### src/rtl/uart_tx_serializer.sv
// UART transmitter with a small transmit FIFO.
// Accepts bytes on a valid/ready handshake and buffers them. Frames are sent as
// 1 start bit, DATA_BITS data bits MSB first, then 1 stop bit. Back-to-back
// frames follow each other with no idle cycle between them.
// Ports:
//   clk        - system clock, rising edge
//   reset      - synchronous active-high reset
//   tx_data    - byte to send, sampled when tx_valid & tx_ready
//   tx_valid   - tx_data holds a valid byte
//   tx_ready   - FIFO can accept a byte (not full)
//   uart_tx    - serial line, idle high, driven from a flop
//   busy       - frame in progress or FIFO non-empty
//   tx_done    - one-cycle pulse on the last cycle of each stop bit
//   fifo_count - number of bytes buffered and not yet popped
module uart_tx_serializer #(
  parameter int unsigned CLKS_PER_BIT = 234,
  parameter int unsigned DATA_BITS    = 8,
  parameter int unsigned FIFO_DEPTH   = 4
) (
  input  logic                          clk,
  input  logic                          reset,
  input  logic [DATA_BITS-1:0]          tx_data,
  input  logic                          tx_valid,
  output logic                          tx_ready,
  output logic                          uart_tx,
  output logic                          busy,
  output logic                          tx_done,
  output logic [$clog2(FIFO_DEPTH):0]   fifo_count
);

  localparam int unsigned BAUD_W = $clog2(CLKS_PER_BIT);
  localparam int unsigned BIT_W  = $clog2(DATA_BITS) + 1;
  localparam int unsigned PTR_W  = $clog2(FIFO_DEPTH);
  localparam int unsigned CNT_W  = PTR_W + 1;

  localparam logic [BAUD_W-1:0] BAUD_LAST = BAUD_W'(CLKS_PER_BIT - 1);
  localparam logic [BIT_W-1:0]  BIT_LAST  = BIT_W'(DATA_BITS - 1);
  localparam logic [CNT_W-1:0]  CNT_FULL  = CNT_W'(FIFO_DEPTH);

  typedef enum logic [1:0] {
    ST_IDLE  = 2'd0,
    ST_START = 2'd1,
    ST_DATA  = 2'd2,
    ST_STOP  = 2'd3
  } state_e;

  state_e               state_q, state_d;
  logic [BAUD_W-1:0]    baud_q, baud_d;
  logic [BIT_W-1:0]     bit_q, bit_d;
  logic [DATA_BITS-1:0] shift_q, shift_d;
  logic                 uart_tx_q, uart_tx_d;
  logic                 tx_done_q, tx_done_d;

  logic [DATA_BITS-1:0] mem_q [FIFO_DEPTH];
  logic [PTR_W-1:0]     wr_ptr_q, rd_ptr_q;
  logic [CNT_W-1:0]     count_q, count_d;

  logic push;
  logic pop;
  logic fifo_empty;
  logic baud_last;

  // Handshake and FIFO status
  assign fifo_empty = (count_q == '0);
  assign tx_ready   = (count_q != CNT_FULL);
  assign push       = tx_valid & tx_ready;
  assign baud_last  = (baud_q == BAUD_LAST);

  assign uart_tx    = uart_tx_q;
  assign tx_done    = tx_done_q;
  assign fifo_count = count_q;
  assign busy       = (state_q != ST_IDLE) | (count_q != '0);

  // Next-state, pop decision and registered-output lookahead
  always_comb begin
    state_d = state_q;
    baud_d  = baud_q;
    bit_d   = bit_q;
    shift_d = shift_q;
    pop     = 1'b0;

    unique case (state_q)
      ST_IDLE: begin
        baud_d = '0;
        if (!fifo_empty) begin
          pop     = 1'b1;
          shift_d = mem_q[rd_ptr_q];
          state_d = ST_START;
        end
      end
      ST_START: begin
        if (baud_last) begin
          baud_d  = '0;
          bit_d   = '0;
          state_d = ST_DATA;
        end else begin
          baud_d = baud_q + BAUD_W'(1);
        end
      end
      ST_DATA: begin
        if (baud_last) begin
          baud_d  = '0;
          shift_d = shift_q << 1;
          bit_d   = bit_q + BIT_W'(1);
          if (bit_q == BIT_LAST) begin
            state_d = ST_STOP;
          end
        end else begin
          baud_d = baud_q + BAUD_W'(1);
        end
      end
      ST_STOP: begin
        if (baud_last) begin
          baud_d = '0;
          // Chain straight into the next start bit when a byte is waiting
          if (!fifo_empty) begin
            pop     = 1'b1;
            shift_d = mem_q[rd_ptr_q];
            state_d = ST_START;
          end else begin
            state_d = ST_IDLE;
          end
        end else begin
          baud_d = baud_q + BAUD_W'(1);
        end
      end
      default: begin
        state_d = ST_IDLE;
      end
    endcase

    // Line level and done pulse are derived from the next state so both come from flops
    unique case (state_d)
      ST_START: uart_tx_d = 1'b0;
      ST_DATA:  uart_tx_d = shift_d[DATA_BITS-1];
      default:  uart_tx_d = 1'b1;
    endcase
    tx_done_d = (state_d == ST_STOP) && (baud_d == BAUD_LAST);

    count_d = count_q + CNT_W'(push) - CNT_W'(pop);
  end

  // State, counters, line flop and FIFO pointers
  always_ff @(posedge clk) begin
    if (reset) begin
      state_q   <= ST_IDLE;
      baud_q    <= '0;
      bit_q     <= '0;
      shift_q   <= '0;
      uart_tx_q <= 1'b1;
      tx_done_q <= 1'b0;
      wr_ptr_q  <= '0;
      rd_ptr_q  <= '0;
      count_q   <= '0;
    end else begin
      state_q   <= state_d;
      baud_q    <= baud_d;
      bit_q     <= bit_d;
      shift_q   <= shift_d;
      uart_tx_q <= uart_tx_d;
      tx_done_q <= tx_done_d;
      count_q   <= count_d;
      if (push) begin
        wr_ptr_q <= wr_ptr_q + PTR_W'(1);
      end
      if (pop) begin
        rd_ptr_q <= rd_ptr_q + PTR_W'(1);
      end
    end
  end

  // FIFO storage; contents need no reset since the count gates every read
  always_ff @(posedge clk) begin
    if (push) begin
      mem_q[wr_ptr_q] <= tx_data;
    end
  end

endmodule
### config.mk
export PLATFORM = sky130hd
export DESIGN_NAME = uart_tx_serializer
export DESIGN_NICKNAME = d
export VERILOG_FILES = /design/src/rtl/uart_tx_serializer.sv
export SDC_FILE = /design/constraint.sdc
export NUM_CORES = 1
export LEC_CHECK = 0
export CORE_ASPECT_RATIO = 1.75
export CORE_MARGIN = 5
export CORE_UTILIZATION = 30
export CTS_CLUSTER_SIZE = 8
export DETAILED_ROUTE_END_ITERATION = 8
export PLACE_DENSITY = 0.59
export SLEW_MARGIN = 0
export SYNTH_ARGS = -nofsm -noshare
export SYNTH_HDL_FRONTEND = slang
export SYNTH_SLANG_ARGS = --single-unit
### constraint.sdc
create_clock -name clk -period 2.26 [get_ports clk]
set_input_delay 0.452 -clock clk [delete_from_list [all_inputs] [get_ports clk]]
set_output_delay 0.452 -clock clk [all_outputs]
set_load 0.02 [all_outputs]
==> summary.txt <==
Status
  – Status: complete, no violations

STA
  – Final worst slack: 0.0366 ns
  – Fin crit share: 98.4%
  – Final Hold Fails: 0
  – RSZ-0062 raised after global routing: yes
  – Clock period minus worst slack: 2.22 ns
  – Final setup viols: 0
  – Slew @ Worst Pin: 0.460 ns
  – Worst Skew: between 0.004 and 0.005 ns
  – Fmax: 0.450 GHz
  – Final Max Slew Viols: 0
  – WHS: 0.487 ns
  – Normalized max-slew margin: 69.3%

Placed design
  – Placed Cells: between 400 and 500
  – DP Area: ~3500 um2
  – Placer Congestion: 0.824
  – Hpwl dp: roughly 4.6 mm
  – Placement Setup Slack: -0.199 ns
  – Port bufs: 17

Worst setup path
  – Crit end category: register
  – Largest delay share family, worst path: adder cells
  – Critical Path RT: 2.48 ns
  – CP Launch Type: register
  – Critical path peak fanout: 2
  – Worst path max stage delay: 0.35 ns
  – Worst path cell trace: inv_2 > ha_4 > and4bb_4 > a31oi_4 > nor3_2 > ha_1 > inv_1 > ha_2 > fa_2 > xnor2_2 > xnor2_1 > nor2_1
  – Reg-to-Reg Start: baud_q[1]$_SDFF_PP0_
  – Worst Setup SP: baud_q[1]$_SDFF_PP0_
  – Worst EP arrival: 2.44 ns
  – Crit-path slowest cell: fa_2
  – Crit path buffers/inverters: 2
  – Worst Setup Path Type: reg -> reg

Die
  – Die area: 12300 um2
  – # IOs: 18
  – Starting density of the core: approximately 31%
  – Die Span Y: roughly 140 um
  – Die X: 85.9 um
  – Placeable Area: 9850 um2
  – Site Rows: 48

Min path
  – Min-Delay Path Class: reg -> reg
  – HP Start: shift_q[0]$_SDFFE_PP0P_

Power
  – Pleak: roughly 0.0014 uW
  – Peak VDD IR: 0.510 mV
  – Power per Cell Area: approximately 1100 nW/um2
  – Power after layout: 4200 uW

Detailed routing
  – # DRC: 0
  – DRT Pass-1 Iters: 4
  – Starting DRT DRC Count: 79
  – Drt wl/cell: 13.8 um
  – Routed vias: 2059
  – Vias/cell: 4.74
  – Routed wire length: approximately 6 mm
  – Post-DRT Antenna Nets: 0

Synthesis
  – Sequential share of the synthesized area: 53.6%
  – Post-Syn Area: 3020 um2
  – Seq cells post-synth: 65
  – Syn_area_per_cell: 11.7 um2
  – Count of cell types in the netlist: 44
  – Ys async rst share: 0%
  – Synth area leader: edfxtp_1
  – Mapped Cells: 258
  – Main synth FF type: dfxtp_1
  – Synth area leaders: edfxtp_1 (32%), dfxtp_1 (22%), mux4_2 (6.0%), ha_1 (5.8%), nor2_1 (2.6%)
  – Ys Warns: 0
  – Area fraction of the dominant cell type after synthesis: 31.8%
  – Number of synthesized flops with an enable pin: 32
  – Syn_nets: 284

Global route
  – Initial antenna violation count: 0
  – GRT Resource Usage Total: roughly 11%
  – Vias in the first global route: slightly above 2000
  – Overflow after GRT: 0
  – Pin count of the biggest net entering global routing: 14
  – First-pass GRT wire length: 10.2 mm

Final layout
  – Antenna Diode Count: 0
  – Layout cell share with drive strength beyond 1: 22.7%
  – Final #Nets: 330
  – # fillers: 969
  – Non-filler cells, final: 434
  – Design Area, Final: roughly 3800 um2
  – Area Overhead vs Synth: 26.5%

Clocking
  – Total setup buffers inserted after CTS: 0
  – Clk Latency, worst-skew pair: roughly 0.33 ns
  – Clock buffer depth: 2
  – Clock transition at path regs: roughly 0.05 ns
  – Total CTS buffers: 9
  – CTS tree: done
  – CTS H-Tree Depth: 3
  – Post-CTS Hold Buffers: 0
  – Clk Tree Root Cell: clkbuf_16
  – Clock Sink Count: 65

Job
  – Max-cap violations: 0
==> where the power goes <==
group	total (uW)	internal, uW	switching, uW
Combinational	1380	684	699
Clock	1280	750	530
Sequential	1540	1430	112
Total	4200	2860	1340
==> metal layers <==
layer | track usage (%) | vias to the layer above | wire (um)
li1 | - | 1035 | -
met1 | 10.5 | 991 | 2230
met2 | 20.1 | 20 | 3410
met3 | 3.29 | 13 | 141
met4 | 6.34 | 0 | 199
met5 | 0 | - | 0
==> final timing paths <==
path                                            endpoint  slack [ns]  depth (start not counted)
worst max-delay path            fifo_count[2]$_SDFF_PP0_        0.04                         12
worst min-delay path             shift_q[0]$_SDFFE_PP0P_        0.49                          2
worst max register to register  fifo_count[2]$_SDFF_PP0_        0.04                         12
worst min register to register   shift_q[0]$_SDFFE_PP0P_        0.49                          2
==> placed cells by master (no fill, tap or decap), types with 9 or more instances in the layout <==
cell             count
edfxtp_1            32
buf_4               29
dfxtp_1             28
nor2_1              21
nand2_1             17
clkdlybuf4s50_1     16
inv_1               14
o21ai_0             12
ha_1                11
clkbuf_16            9
==> cell type report <==
| type | count | area [um2] | area share [%] |
|---|---|---|---|
| clock buffers | 9 | 225 | 5.89 |
| multi-input cells | 167 | 1320 | 34.5 |
| flip-flops and latches | 65 | 1630 | 42.6 |
| clock inverters | 7 | 53.8 | 1.41 |
| inverters | 15 | 56.3 | 1.47 |
| well taps | 125 | 156 | 4.09 |
| repair buffers | 46 | 387 | 10.1 |
==> what timing repair did <==
| item | 4_1_cts | 5_1_grt |
|---|---|---|
| pin swaps | 6 | 1 |
| gates resized for setup | 1 | 0 |
| setup endpoints to repair | 2 | 2 |
==> cells in the mapped netlist, drive strengths merged (2+ instances only) <==
cell type,number
dfxtp,33
edfxtp,32
nor2,21
nand2,18
inv,15
ha,14
o21ai,12
nor3,9
a21oi,8
and3,8
mux4,8
nand3,7
o221ai,7
buf,6
mux2i,6
xnor2,6
clkbuf,5
nor2b,5
xor2,5
and2,3
nand4b,3
o31ai,3
a31oi,2
and4bb,2
nand2b,2
nand3b,2
nor3b,2
nor4,2
or3,2
==> per-stage QoR <==
step | setup TNS (ns) | util [%]
global route | -0.158 | 38.8
CTS | -0.00446 | 38.8
detailed placement | -0.250 | 36.0
finish | 0 | 38.8
global placement | -0.161 | 36.0
floorplan | -0.0631 | -
==> kinds of logic after synthesis <==
logic type / Yosys count / synth area share, %
fa+ha+maj: 15 / 6.46
xor+xnor: 11 / 3.19
simple gates: 90 / 16.6
compound gates: 37 / 8.44
flops: 65 / 53.6
mux: 14 / 7.95
buf+inv: 26 / 3.68
==> flip-flops by register name, indices dropped and copies added, names as in the netlist, named ones only <==
signal,cells
baud_q,8
uart_tx,1
wr_ptr_q,2
shift_q,8
bit_q,4
mem_q,32
fifo_count,3
state_q,2
tx_done,1
rd_ptr_q,2
==> worst register-to-register path, cell delays in order (launching register included) <==
cell	delay, ns
dfxtp_2	0.33
inv_2	0.04
ha_4	0.14
and4bb_4	0.20
a31oi_4	0.16
nor3_2	0.08
ha_1	0.27
inv_1	0.04
ha_2	0.17
fa_2	0.35
xnor2_2	0.15
xnor2_1	0.13
nor2_1	0.05
Power figures use the tool's default switching activity.
==> edit: new RTL, same settings <==
Encoding of `state_e`: now one-hot (4 bits for 4 states).
--- a/src/rtl/uart_tx_serializer.sv
+++ b/src/rtl/uart_tx_serializer.sv
@@ -37,11 +37,11 @@
   localparam logic [BIT_W-1:0]  BIT_LAST  = BIT_W'(DATA_BITS - 1);
   localparam logic [CNT_W-1:0]  CNT_FULL  = CNT_W'(FIFO_DEPTH);
 
-  typedef enum logic [1:0] {
-    ST_IDLE  = 2'd0,
-    ST_START = 2'd1,
-    ST_DATA  = 2'd2,
-    ST_STOP  = 2'd3
+  typedef enum logic [3:0] {
+    ST_IDLE  = 4'b0001,
+    ST_START = 4'b0010,
+    ST_DATA  = 4'b0100,
+    ST_STOP  = 4'b1000
   } state_e;
 
   state_e               state_q, state_d;
Behaviour: same outputs for any inputs over 10 cycles, from zero or initial values and one cycle with reset high; not proved beyond that.
==> edit against the unedited design <==
The flow now finishes with violations (setup timing). Worst hold slack worse by 24 ps. Sequential cell count is 2 higher. Clock power increased by 7%. Critical path depth increased by 2. Synthesized cell count increased by 5.4%. Fmax fell by 5.1%. Setup slack worse by 120 ps. Design area up 3.8%. Wire length increased by 14%. Synthesized area up 0.91%. Total power up 2.3%. Critical endpoint unchanged. Highest routed layer unchanged.
==> edit: results (changes against the unedited design) <==
register area - 1660 um^2 (was 1630 um^2)
Switch Pwr - 1.34 mW (about the same)
final wirelength - 6810 um (was 5980 um)
1st-iter DRT viols - 81 (was 79)
CTS max path bufs - 2 (unchanged)
TritonCTS Buffers - 9 (unchanged)
largest net degree at the start of global routing - 17 (was 14)
WP data arrival - 2560 ps (was 2440 ps)
failing checks - setup timing
layout cells sized above 1 - 25.5% (was 22.7%)
Layout Nets - 346 (was 330)
placed inst area - 3630 um^2 (was 3550 um^2)
Max rail drop VDD - 0.710 mV (was 0.510 mV)
first-pass GRT wire length - 11000 um (was 10200 um)
vias - 2235 (was 2059)
GRT Util Overall - 11.9% (was 10.9%)
leading post-synthesis cells by cell area - edfxtp_1, dfxtp_1, mux4_2, ha_1, nor2_1 (unchanged)
Worst Clk Skew - 4.40 ps (was 4.78 ps)
worst setup margin - -82.2 ps (was 36.6 ps)
Final Setup Violations - 1 (was 0)
top flop regs - mem_q x32, baud_q x8, shift_q x8 (unchanged)
Commonest cells post-synth - dfxtp_1, edfxtp_1, nor2_1, nand2_1, o21ai_0 (was dfxtp_1, edfxtp_1, nor2_1, nand2_1, inv_1)
Post-Synthesis Net Count - 293 (was 284)
sequential-to-total area share from yosys stat - 54.5% (was 53.6%)
Comb pwr share - 31.9% (was 32.9%)
number of global-route vias before repair - 2362 (was 2063)
Leak - 1.43 nW (was 1.38 nW)
Yosys cell types - 55 (was 44)
Detail Placement HPWL - 5150 um (was 4610 um)
Final Wtd Congestion - 0.828 (was 0.824)
filler cell count - 969 (unchanged)
Flop pwr share - 36.2% (was 36.7%)
grt ovf - 0 (unchanged)
status - finished, violations left (was finished, final reports clean)
Clock Tree Root - clkbuf_16 (unchanged)
Least-Margin Pin Slew - 555 ps (was 460 ps)
## edit: cell types whose count changed after synthesis, moves of 5 or more
cell,unedited run,this run
nand2_1,17,23
o221ai_1,7,0
ha_1,14,9
inv_1,15,8
a22oi_1,0,6
a21oi_1,8,14
## edit: cell families (layout without fill, tap and decap cells)
logic type / count (synthesis) / in the layout / share of synthesized area [%]
AND/OR/NAND/NOR: 98 / 98 / 17.3
flip-flops: 67 / 67 / 54.5
AO/OA/AOI/OAI: 53 / 53 / 10.9
buffers and inverters: 24 / 82 / 3.90
multiplexers: 12 / 12 / 6.85
adder cells (fa/ha/maj): 10 / 10 / 4.35
XOR/XNOR: 8 / 8 / 2.30
## edit: metrics by stage
stage | std cells | setup WS (ps) | TNS [ps] | total power, mW
after floorplan | 272 | -287 | -427 | 2.38
after global placement | 436 | -101 | -101 | 2.93
after CTS | 453 | -127 | -127 | 4.36
after detailed placement | 436 | -139 | -139 | 2.97
final | 455 | -82.2 | -82.2 | 4.30
after global routing | 455 | -198 | -250 | 4.56
## edit: path summary, 6_finish.rpt
kind,cells after the start,endpoint,from,slack [ps]
worst min register to register,2,shift_q[3]$_SDFFE_PP0P_,shift_q[3]$_SDFFE_PP0P_,460
worst min-delay path,2,shift_q[3]$_SDFFE_PP0P_,shift_q[3]$_SDFFE_PP0P_,460
worst max register to register,14,fifo_count[2]$_SDFF_PP0_,baud_q[1]$_SDFF_PP0_,-80
worst max-delay path,14,fifo_count[2]$_SDFF_PP0_,baud_q[1]$_SDFF_PP0_,-80
## edit: worst max-delay path, cell delays in order (launching register included)
cell and delay (ps):
dfxtp_2 330, inv_2 50, ha_4 140, nor4bb_4 150, and2_4 160, o211ai_1 220
inv_2 80, ha_4 220, inv_2 60, ha_4 110, inv_2 30, fa_2 330
xor2_1 150, xnor2_1 150, nor2_1 60
## edit: timing repair
action | 4_1_cts | 5_1_grt
endpoints found under the setup margin | 2 | 3
resized for setup | 1 | 3
buffers inserted | 1 | 2
gates cloned | 0 | 0
pin swaps | 6 | 5
## edit: area by class of cell
class                           count  share of cell area [%]
Sequential cell                    67                    41.9
Timing Repair Buffer               57                    11.8
Clock buffer                        9                    5.67
Multi-Input combinational cell    181                    34.0
Tap cell                          125                    3.94
Inverter                            9                   0.851
Clock inverter                      7                    1.73
## edit: per-layer routing
layer / vias to the layer above / share of wire, % / GRT usage, %
met2: 44 / 60 / 23.1
met5: - / 0 / 0
met4: 0 / 1.8 / 5.50
li1: 1104 / - / -
met1: 1078 / 35 / 10.8
met3: 9 / 3.3 / 3.84
